--- src/rtl/iq_demod_pkg.sv ---
// Shared widths and helpers for the I/Q demodulator.
// Optional build macro IQ_DEMOD_SAT_EN: when defined, sat_trunc clamps
// out-of-range results to the signed output limits; when undefined it
// passes the value through so the caller keeps the low bits (wrap).
package iq_demod_pkg;

  localparam int DEF_IN_W  = 24;
  localparam int DEF_CAR_W = 24;
  localparam int DEF_DECIM = 10;
  localparam int DEF_OUT_W = 24;
  localparam int DEF_SHIFT = 24;

  // Working width for the range helpers; must exceed any ACC_W in use.
  localparam int WIDE_W = 128;

  // Accumulator width that can hold DECIM full-precision products without wrapping.
  function automatic int acc_width(input int in_w, input int car_w, input int decim);
    return in_w + car_w + $clog2(decim);
  endfunction

  // True when x does not fit in an out_w-bit signed field.
  function automatic logic out_of_range(input logic signed [WIDE_W-1:0] x, input int out_w);
    logic signed [WIDE_W-1:0] one;
    logic signed [WIDE_W-1:0] maxv;
    logic signed [WIDE_W-1:0] minv;
    one  = {{(WIDE_W-1){1'b0}}, 1'b1};
    maxv = (one <<< (out_w - 1)) - one;
    minv = -(one <<< (out_w - 1));
    return (x > maxv) || (x < minv);
  endfunction

  // Clamp (or pass through for wrap) before the caller narrows to out_w bits.
  function automatic logic signed [WIDE_W-1:0] sat_trunc(input logic signed [WIDE_W-1:0] x,
                                                         input int out_w);
`ifdef IQ_DEMOD_SAT_EN
    logic signed [WIDE_W-1:0] one;
    logic signed [WIDE_W-1:0] maxv;
    logic signed [WIDE_W-1:0] minv;
    one  = {{(WIDE_W-1){1'b0}}, 1'b1};
    maxv = (one <<< (out_w - 1)) - one;
    minv = -(one <<< (out_w - 1));
    if (x > maxv)      return maxv;
    else if (x < minv) return minv;
    else               return x;
`else
    if (out_w < 1) return '0;
    return x;
`endif
  endfunction

endpackage

--- src/rtl/iq_demod_lpf_integrate_dump.sv ---
// Integrate-and-dump accumulator with output scaling for one rail (I or Q).
// Saturation versus wrap of the scaled result follows IQ_DEMOD_SAT_EN.
module iq_integrate_dump
  import iq_demod_pkg::*;
#(
  parameter int PROD_W = 48,
  parameter int ACC_W  = 52,
  parameter int OUT_W  = 24,
  parameter int SHIFT  = 24
) (
  input  logic                     clk,
  input  logic                     reset_n,
  input  logic                     vld_i,
  input  logic                     sop_i,
  input  logic                     dump_i,
  input  logic signed [PROD_W-1:0] prod_i,
  output logic signed [OUT_W-1:0]  data_o,
  output logic                     ovf_o
);

  logic signed [ACC_W-1:0]  acc_q, acc_d;
  logic signed [ACC_W-1:0]  prod_ext;
  logic signed [ACC_W-1:0]  sum_p2;
  logic signed [ACC_W-1:0]  shifted_p2;
  logic signed [WIDE_W-1:0] shifted_wide_p2;
  logic signed [OUT_W-1:0]  data_q, data_d;
  logic                     ovf_q, ovf_d;

  assign prod_ext        = {{(ACC_W-PROD_W){prod_i[PROD_W-1]}}, prod_i};
  assign sum_p2          = acc_q + prod_ext;
  assign shifted_p2      = sum_p2 >>> SHIFT;
  assign shifted_wide_p2 = {{(WIDE_W-ACC_W){shifted_p2[ACC_W-1]}}, shifted_p2};

  // Next-state: restart, dump (scale and flag overflow), or accumulate.
  always_comb begin
    acc_d  = acc_q;
    data_d = data_q;
    ovf_d  = ovf_q;
    if (vld_i) begin
      if (sop_i) begin
        acc_d = prod_ext;
      end else if (dump_i) begin
        acc_d  = '0;
        data_d = OUT_W'(sat_trunc(shifted_wide_p2, OUT_W));
        if (out_of_range(shifted_wide_p2, OUT_W)) ovf_d = 1'b1;
      end else begin
        acc_d = sum_p2;
      end
    end
  end

  // ---- stage 2: accumulator, held output and sticky overflow ----
  always_ff @(posedge clk) begin
    if (!reset_n) begin
      acc_q  <= '0;
      data_q <= '0;
      ovf_q  <= 1'b0;
    end else begin
      acc_q  <= acc_d;
      data_q <= data_d;
      ovf_q  <= ovf_d;
    end
  end

  assign data_o = data_q;
  assign ovf_o  = ovf_q;

endmodule

--- src/rtl/iq_demod_lpf.sv ---
// Coherent I/Q demodulator: mixes the received sample with local I/Q
// carriers and integrate-and-dumps over DECIM strobes.
// Build macro IQ_DEMOD_SAT_EN selects saturating (defined) or wrapping output.
module iq_demod_lpf
  import iq_demod_pkg::*;
#(
  parameter int IN_W  = DEF_IN_W,
  parameter int CAR_W = DEF_CAR_W,
  parameter int DECIM = DEF_DECIM,
  parameter int OUT_W = DEF_OUT_W,
  parameter int SHIFT = DEF_SHIFT
) (
  input  logic                    clk,
  input  logic                    reset_n,
  input  logic                    sample_en,
  input  logic                    sym_start,
  input  logic signed [IN_W-1:0]  y_in,
  input  logic signed [CAR_W-1:0] i_car,
  input  logic signed [CAR_W-1:0] q_car,
  output logic signed [OUT_W-1:0] i_out,
  output logic signed [OUT_W-1:0] q_out,
  output logic                    out_valid,
  output logic                    overflow
);

  localparam int ACC_W  = acc_width(IN_W, CAR_W, DECIM);
  localparam int PROD_W = IN_W + CAR_W;
  localparam int CNT_W  = $clog2(DECIM);

  logic signed [PROD_W-1:0] y_ext, i_ext, q_ext;
  logic signed [PROD_W-1:0] prod_i_p1_q, prod_q_p1_q;
  logic                     vld_p1_q, sop_p1_q;
  logic [CNT_W-1:0]         cnt_q, cnt_d;
  logic                     dump_p1;
  logic                     out_valid_q, out_valid_d;
  logic                     ovf_i, ovf_q;

  assign y_ext = {{CAR_W{y_in[IN_W-1]}}, y_in};
  assign i_ext = {{IN_W{i_car[CAR_W-1]}}, i_car};
  assign q_ext = {{IN_W{q_car[CAR_W-1]}}, q_car};

  // ---- stage 1: full-precision mixer products, captured on each strobe ----
  always_ff @(posedge clk) begin
    if (sample_en) begin
      prod_i_p1_q <= y_ext * i_ext;
      prod_q_p1_q <= y_ext * q_ext;
    end
  end

  // Stage-1 strobe and window-start flags travel with the products.
  always_ff @(posedge clk) begin
    if (!reset_n) begin
      vld_p1_q <= 1'b0;
      sop_p1_q <= 1'b0;
    end else begin
      vld_p1_q <= sample_en;
      sop_p1_q <= sample_en & sym_start;
    end
  end

  assign dump_p1 = (cnt_q == CNT_W'(DECIM - 1));

  // Window counter and dump strobe; a restart beats a dump on the same sample.
  always_comb begin
    cnt_d       = cnt_q;
    out_valid_d = 1'b0;
    if (vld_p1_q) begin
      if (sop_p1_q) begin
        cnt_d = CNT_W'(1);
      end else if (dump_p1) begin
        cnt_d       = '0;
        out_valid_d = 1'b1;
      end else begin
        cnt_d = cnt_q + CNT_W'(1);
      end
    end
  end

  // ---- stage 2: shared window counter and output strobe ----
  always_ff @(posedge clk) begin
    if (!reset_n) begin
      cnt_q       <= '0;
      out_valid_q <= 1'b0;
    end else begin
      cnt_q       <= cnt_d;
      out_valid_q <= out_valid_d;
    end
  end

  iq_integrate_dump #(
    .PROD_W (PROD_W),
    .ACC_W  (ACC_W),
    .OUT_W  (OUT_W),
    .SHIFT  (SHIFT)
  ) u_int_i (
    .clk     (clk),
    .reset_n (reset_n),
    .vld_i   (vld_p1_q),
    .sop_i   (sop_p1_q),
    .dump_i  (dump_p1),
    .prod_i  (prod_i_p1_q),
    .data_o  (i_out),
    .ovf_o   (ovf_i)
  );

  iq_integrate_dump #(
    .PROD_W (PROD_W),
    .ACC_W  (ACC_W),
    .OUT_W  (OUT_W),
    .SHIFT  (SHIFT)
  ) u_int_q (
    .clk     (clk),
    .reset_n (reset_n),
    .vld_i   (vld_p1_q),
    .sop_i   (sop_p1_q),
    .dump_i  (dump_p1),
    .prod_i  (prod_q_p1_q),
    .data_o  (q_out),
    .ovf_o   (ovf_q)
  );

  assign out_valid = out_valid_q;
  assign overflow  = ovf_i | ovf_q;

endmodule

--- config.mk ---
export PLATFORM = sky130hd
export DESIGN_NAME = iq_demod_lpf
export DESIGN_NICKNAME = d
export VERILOG_FILES = /design/src/rtl/iq_demod_pkg.sv /design/src/rtl/iq_demod_lpf_integrate_dump.sv /design/src/rtl/iq_demod_lpf.sv
export SDC_FILE = /design/constraint.sdc
export NUM_CORES = 2
export LEC_CHECK = 0
export ABC_AREA = 1
export CAP_MARGIN = 25
export CORE_ASPECT_RATIO = 1.4
export CORE_MARGIN = 1
export CORE_UTILIZATION = 43
export DETAILED_ROUTE_END_ITERATION = 16
export GPL_TIMING_DRIVEN = 0
export PLACE_DENSITY = 0.65
export SLEW_MARGIN = 20
export SYNTH_ARGS = -nofsm -noshare
export SYNTH_HDL_FRONTEND = slang
export SYNTH_SLANG_ARGS = --single-unit
--- constraint.sdc ---
create_clock -name clk -period 17.3 [get_ports clk]
set_clock_uncertainty 0.15 [all_clocks]
set_input_delay 3.46 -clock clk [delete_from_list [all_inputs] [get_ports clk]]
set_output_delay 3.46 -clock clk [all_outputs]
set_load 0.005 [all_outputs]
==> results.md <==
- Setup repair after global routing left no endpoint under its margin.
- The total global-route track usage is 32.75%.
- Pin placement for this block handled 126 I/O pins.
- The total clock buffers created by CTS is 24.
- Synthesis instantiated 55 different standard cells from the library.
- The count of mapped cells out of synthesis is 7927.
- The arrival time reported for the critical path endpoint is 12070 ps.
- The wire length of the first global-routing pass is 342200 µm.
- Subtracting the final worst setup slack from the clock period gives 11950 ps.
- Across all layers, the routed design uses 52340 vias.
- STA puts the critical path data required time at 17430 ps.
- The reported max-cap violation count is 0.
- The longest individual stage delay on the worst path is 750 ps.
- The number of nets handed over by synthesis was 9591.
- Traced cell by cell, the critical path runs through clkbuf_1, buf_1, buf_8, nand2_1, inv_1, fa_1, fa_1, inv_1, fa_1, inv_1, fa_1, fa_1, fa_1, fa_1, ha_1, a21oi_1, inv_1, a31oi_1, o21ai_0, a21oi_1, nand3_1, a31oi_1, xnor2_1.
- The clock passes through at most 3 buffers.
- The synthesized netlist occupies a cell area of 60810 µm².
- In this run the mean area of a mapped cell was 7.671 µm².
- The number of buffers inserted to repair setup after CTS is 0.
- The tree is rooted in a sky130_fd_sc_hd__clkbuf_16.
- Using the TritonRoute via totals, the vias-per-cell ratio works out to 5.277.
- The floorplan step set the die width to 319.8 µm.
- Setup violations remaining at the end of the flow were counted as 0.
- The wire length per cell after detailed routing is 23.38 µm.
- The remaining antenna violation count is 0.
- The post-cts hold buffer count is 0.
- The remaining design rule violation count is 0.
- The sequential element share of the synthesized area is 10.04%.
- The maximum frequency from static timing analysis is 83.69 MHz.
- The initial antenna violation count was 9.
- The cell that appears most often on the critical path is sky130_fd_sc_hd__fa_1.
- The final count of hold timing violations is 0.
- The startpoint kind of the worst setup timing path is an input port.
- In this run the worst path has a maximum fanout of 10.
- The number of input and output port buffers inserted is 101.
- Measured against its own limit, the worst slew margin works out to 16.11%.
- The kind of end point of the critical path is a register.
- The die height is 447.0 µm.
- The count of buffering cells on the critical path with inverters included is 7.
- The max-slew violation count is 0.
- In this run, synthesis inferred 96 flip-flops with an integrated enable.
- In the finished design, the share of the clock period the worst path needs comes to 69.07%.
- The share of async-settable or async-resettable flops after synthesis is 0%.
- Summed over all nets, the half-perimeter wirelength after detailed placement is 196400 µm.
- The flop and latch count out of synthesis is 257.
- After clock tree synthesis, the repair step resized 0 gates.
- The clock transition at the registers of the reported paths is 80 ps.
- The path category of the worst min-delay check is register to register.
- Routability-driven placement finished with a final weighted congestion of 1.051.
- For this run, the leading register cell type out of synthesis is sky130_fd_sc_hd__dfxtp_1.
- The latest clock arrival within the worst-skew pair is 600 ps.
- The die covers 142900 µm².
- The kind of critical path is input port to register.
- Setup total negative slack on the finished layout was measured at 0 ps.
- The CTS tree is built.
- The final wirelength is 231800 µm.
- The most common cell after layout, fill and taps aside is sky130_fd_sc_hd__inv_1.
- The post-route netlist has 2.886% of its cells at a drive strength greater than 1.
- The library cells used most frequently in the layout, excluding fill and tap cells, are sky130_fd_sc_hd__inv_1, sky130_fd_sc_hd__nand2_1, sky130_fd_sc_hd__fa_1.
- Once the floorplan was initialized, standard cells occupied 43.48% of the core.
- The floorplan has 162 rows.
- Grouping stages by cell kind, the critical path spends the most delay in adder cells.
- For this run, the post-layout net count is 9754.
- The H-tree depth reported by CTS is 1.
- The Yosys step of the flow raised 0 warnings.
- On the critical path, the stage with the largest delay is an instance of sky130_fd_sc_hd__fa_1.
- The core footprint is 139900 µm².
- The residual overflow from global routing is 0.
- The maximum number of pins on one net before global-route repair is 63.
- For the pin with the worst max-slew slack, the measured transition is 1258 ps.
- CTS saw 257 sinks.
- The slack of the worst reg-to-reg path is 14140 ps.
- In this run, the number of DRC markers left after iteration 0 of detailed routing was 4127.
- The area overhead of the layout relative to synthesis is 7.679%.
- The via count of the first global-routing pass is 55470.
- The first-pass iteration count of the detailed router is 7.
- The run finished with clean final reports.
-- state kept, by name, summed over array words and instances, names as in the netlist --
register and flops:
u_int_q.acc_q 52, sop_p1_q 1, u_int_q.ovf_o 1, u_int_i.ovf_o 1, u_int_q.data_o 24, u_int_i.acc_q 52
prod_q_p1_q 48, prod_i_p1_q 48, vld_p1_q 1, u_int_i.data_o 24, out_valid 1, cnt_q 4
-- worst register-to-register path: cells and delay by family (launching register included) --
kind	cells	cell delay, ps
buffers and inverters	2	220
adders and majority gates	2	660
and+or+nand+nor	9	1010
xor gates and xnor gates	1	200
AOI/OAI and AO/OA	3	500
DFF	1	360
-- per-layer routing --
| layer | up-vias | GRT usage (%) | wire [µm] |
|---|---|---|---|
| met3 | 755 | 6.670 | 20060 |
| met5 | - | 0 | 59 |
| met1 | 25720 | 36.38 | 81260 |
| li1 | 23470 | - | - |
| met2 | 2383 | 54.95 | 108600 |
| met4 | 8 | 25.53 | 21840 |
-- cell type report --
type	instances	area, µm²
clock buffers	28	658.1
well taps	1804	2257
inverters	2181	8187
clock inverters	16	215.2
multi-input cells	5201	45420
flip-flops and latches	257	6106
fillers	14210	74380
plain buffers	288	1120
repair buffers	137	1498
diodes	6	15.01
-- cell usage after synthesis, types with 13 or more instances --
cell type                  count  area share, %
sky130_fd_sc_hd__edfxtp_1     96            4.7
sky130_fd_sc_hd__a21oi_1     393            3.2
sky130_fd_sc_hd__a21o_1       18           0.22
sky130_fd_sc_hd__nor3_1       27           0.22
sky130_fd_sc_hd__nand4_1      38           0.39
sky130_fd_sc_hd__clkbuf_1    234            1.4
sky130_fd_sc_hd__dfxtp_1     161            5.3
sky130_fd_sc_hd__or2_2        25           0.26
sky130_fd_sc_hd__nand3_1     152            1.3
sky130_fd_sc_hd__nor2_1      345            2.1
sky130_fd_sc_hd__nand2_2      28           0.29
sky130_fd_sc_hd__o211ai_1     20           0.25
sky130_fd_sc_hd__xnor2_1      58           0.84
sky130_fd_sc_hd__o21bai_1     21           0.26
sky130_fd_sc_hd__nand3b_1     14           0.17
sky130_fd_sc_hd__buf_1        44           0.27
sky130_fd_sc_hd__o21ai_0     209            1.7
sky130_fd_sc_hd__ha_1        372            7.7
sky130_fd_sc_hd__a31oi_1      47           0.48
sky130_fd_sc_hd__nand3_2      13           0.21
sky130_fd_sc_hd__xor2_1       79            1.1
sky130_fd_sc_hd__fa_1       1216             40
sky130_fd_sc_hd__nand2_1    2008             12
sky130_fd_sc_hd__inv_1      2174             13
-- metrics by stage --
step	worst slack, ps	hold slack, ps	cell area [µm²]	util (%)	std cells
after global placement	4766	297.7	64080	45.82	9832
final	5351	317.6	65480	46.82	9918
after CTS	5450	324.2	65330	46.71	9902
after floorplan	7260	285.4	60810	-	7927
after global routing	5148	352.3	65470	46.81	9913
after detailed placement	4837	312.5	64460	46.09	9858
-- kinds of logic after synthesis --
family,Yosys count,share of synthesized area (%)
AND/OR/NAND/NOR,2698,17.91
buffers and inverters,2469,15.26
adder cells (fa/ha/maj),1588,47.69
AO/OA/AOI/OAI,778,7.128
flip-flops,257,10.04
XOR/XNOR,137,1.973
-- worst paths after layout --
check | to | depth (start not counted) | startpoint
setup / recovery | prod_i_p1_q[47]$_DFFE_PP_ | 23 | y_in[23]
hold reg to reg | u_int_q.ovf_o$_SDFFE_PN0P_ | 2 | u_int_q.ovf_o$_SDFFE_PN0P_
setup reg to reg | u_int_i.acc_q[36]$_SDFFE_PN0P_ | 17 | prod_i_p1_q[0]$_DFFE_PP_
hold / removal | u_int_q.ovf_o$_SDFFE_PN0P_ | 2 | u_int_q.ovf_o$_SDFFE_PN0P_
Power is left out: the tool's default activity adds up to more than one toggle a clock period on the data nets, which glitch-free logic cannot reach.
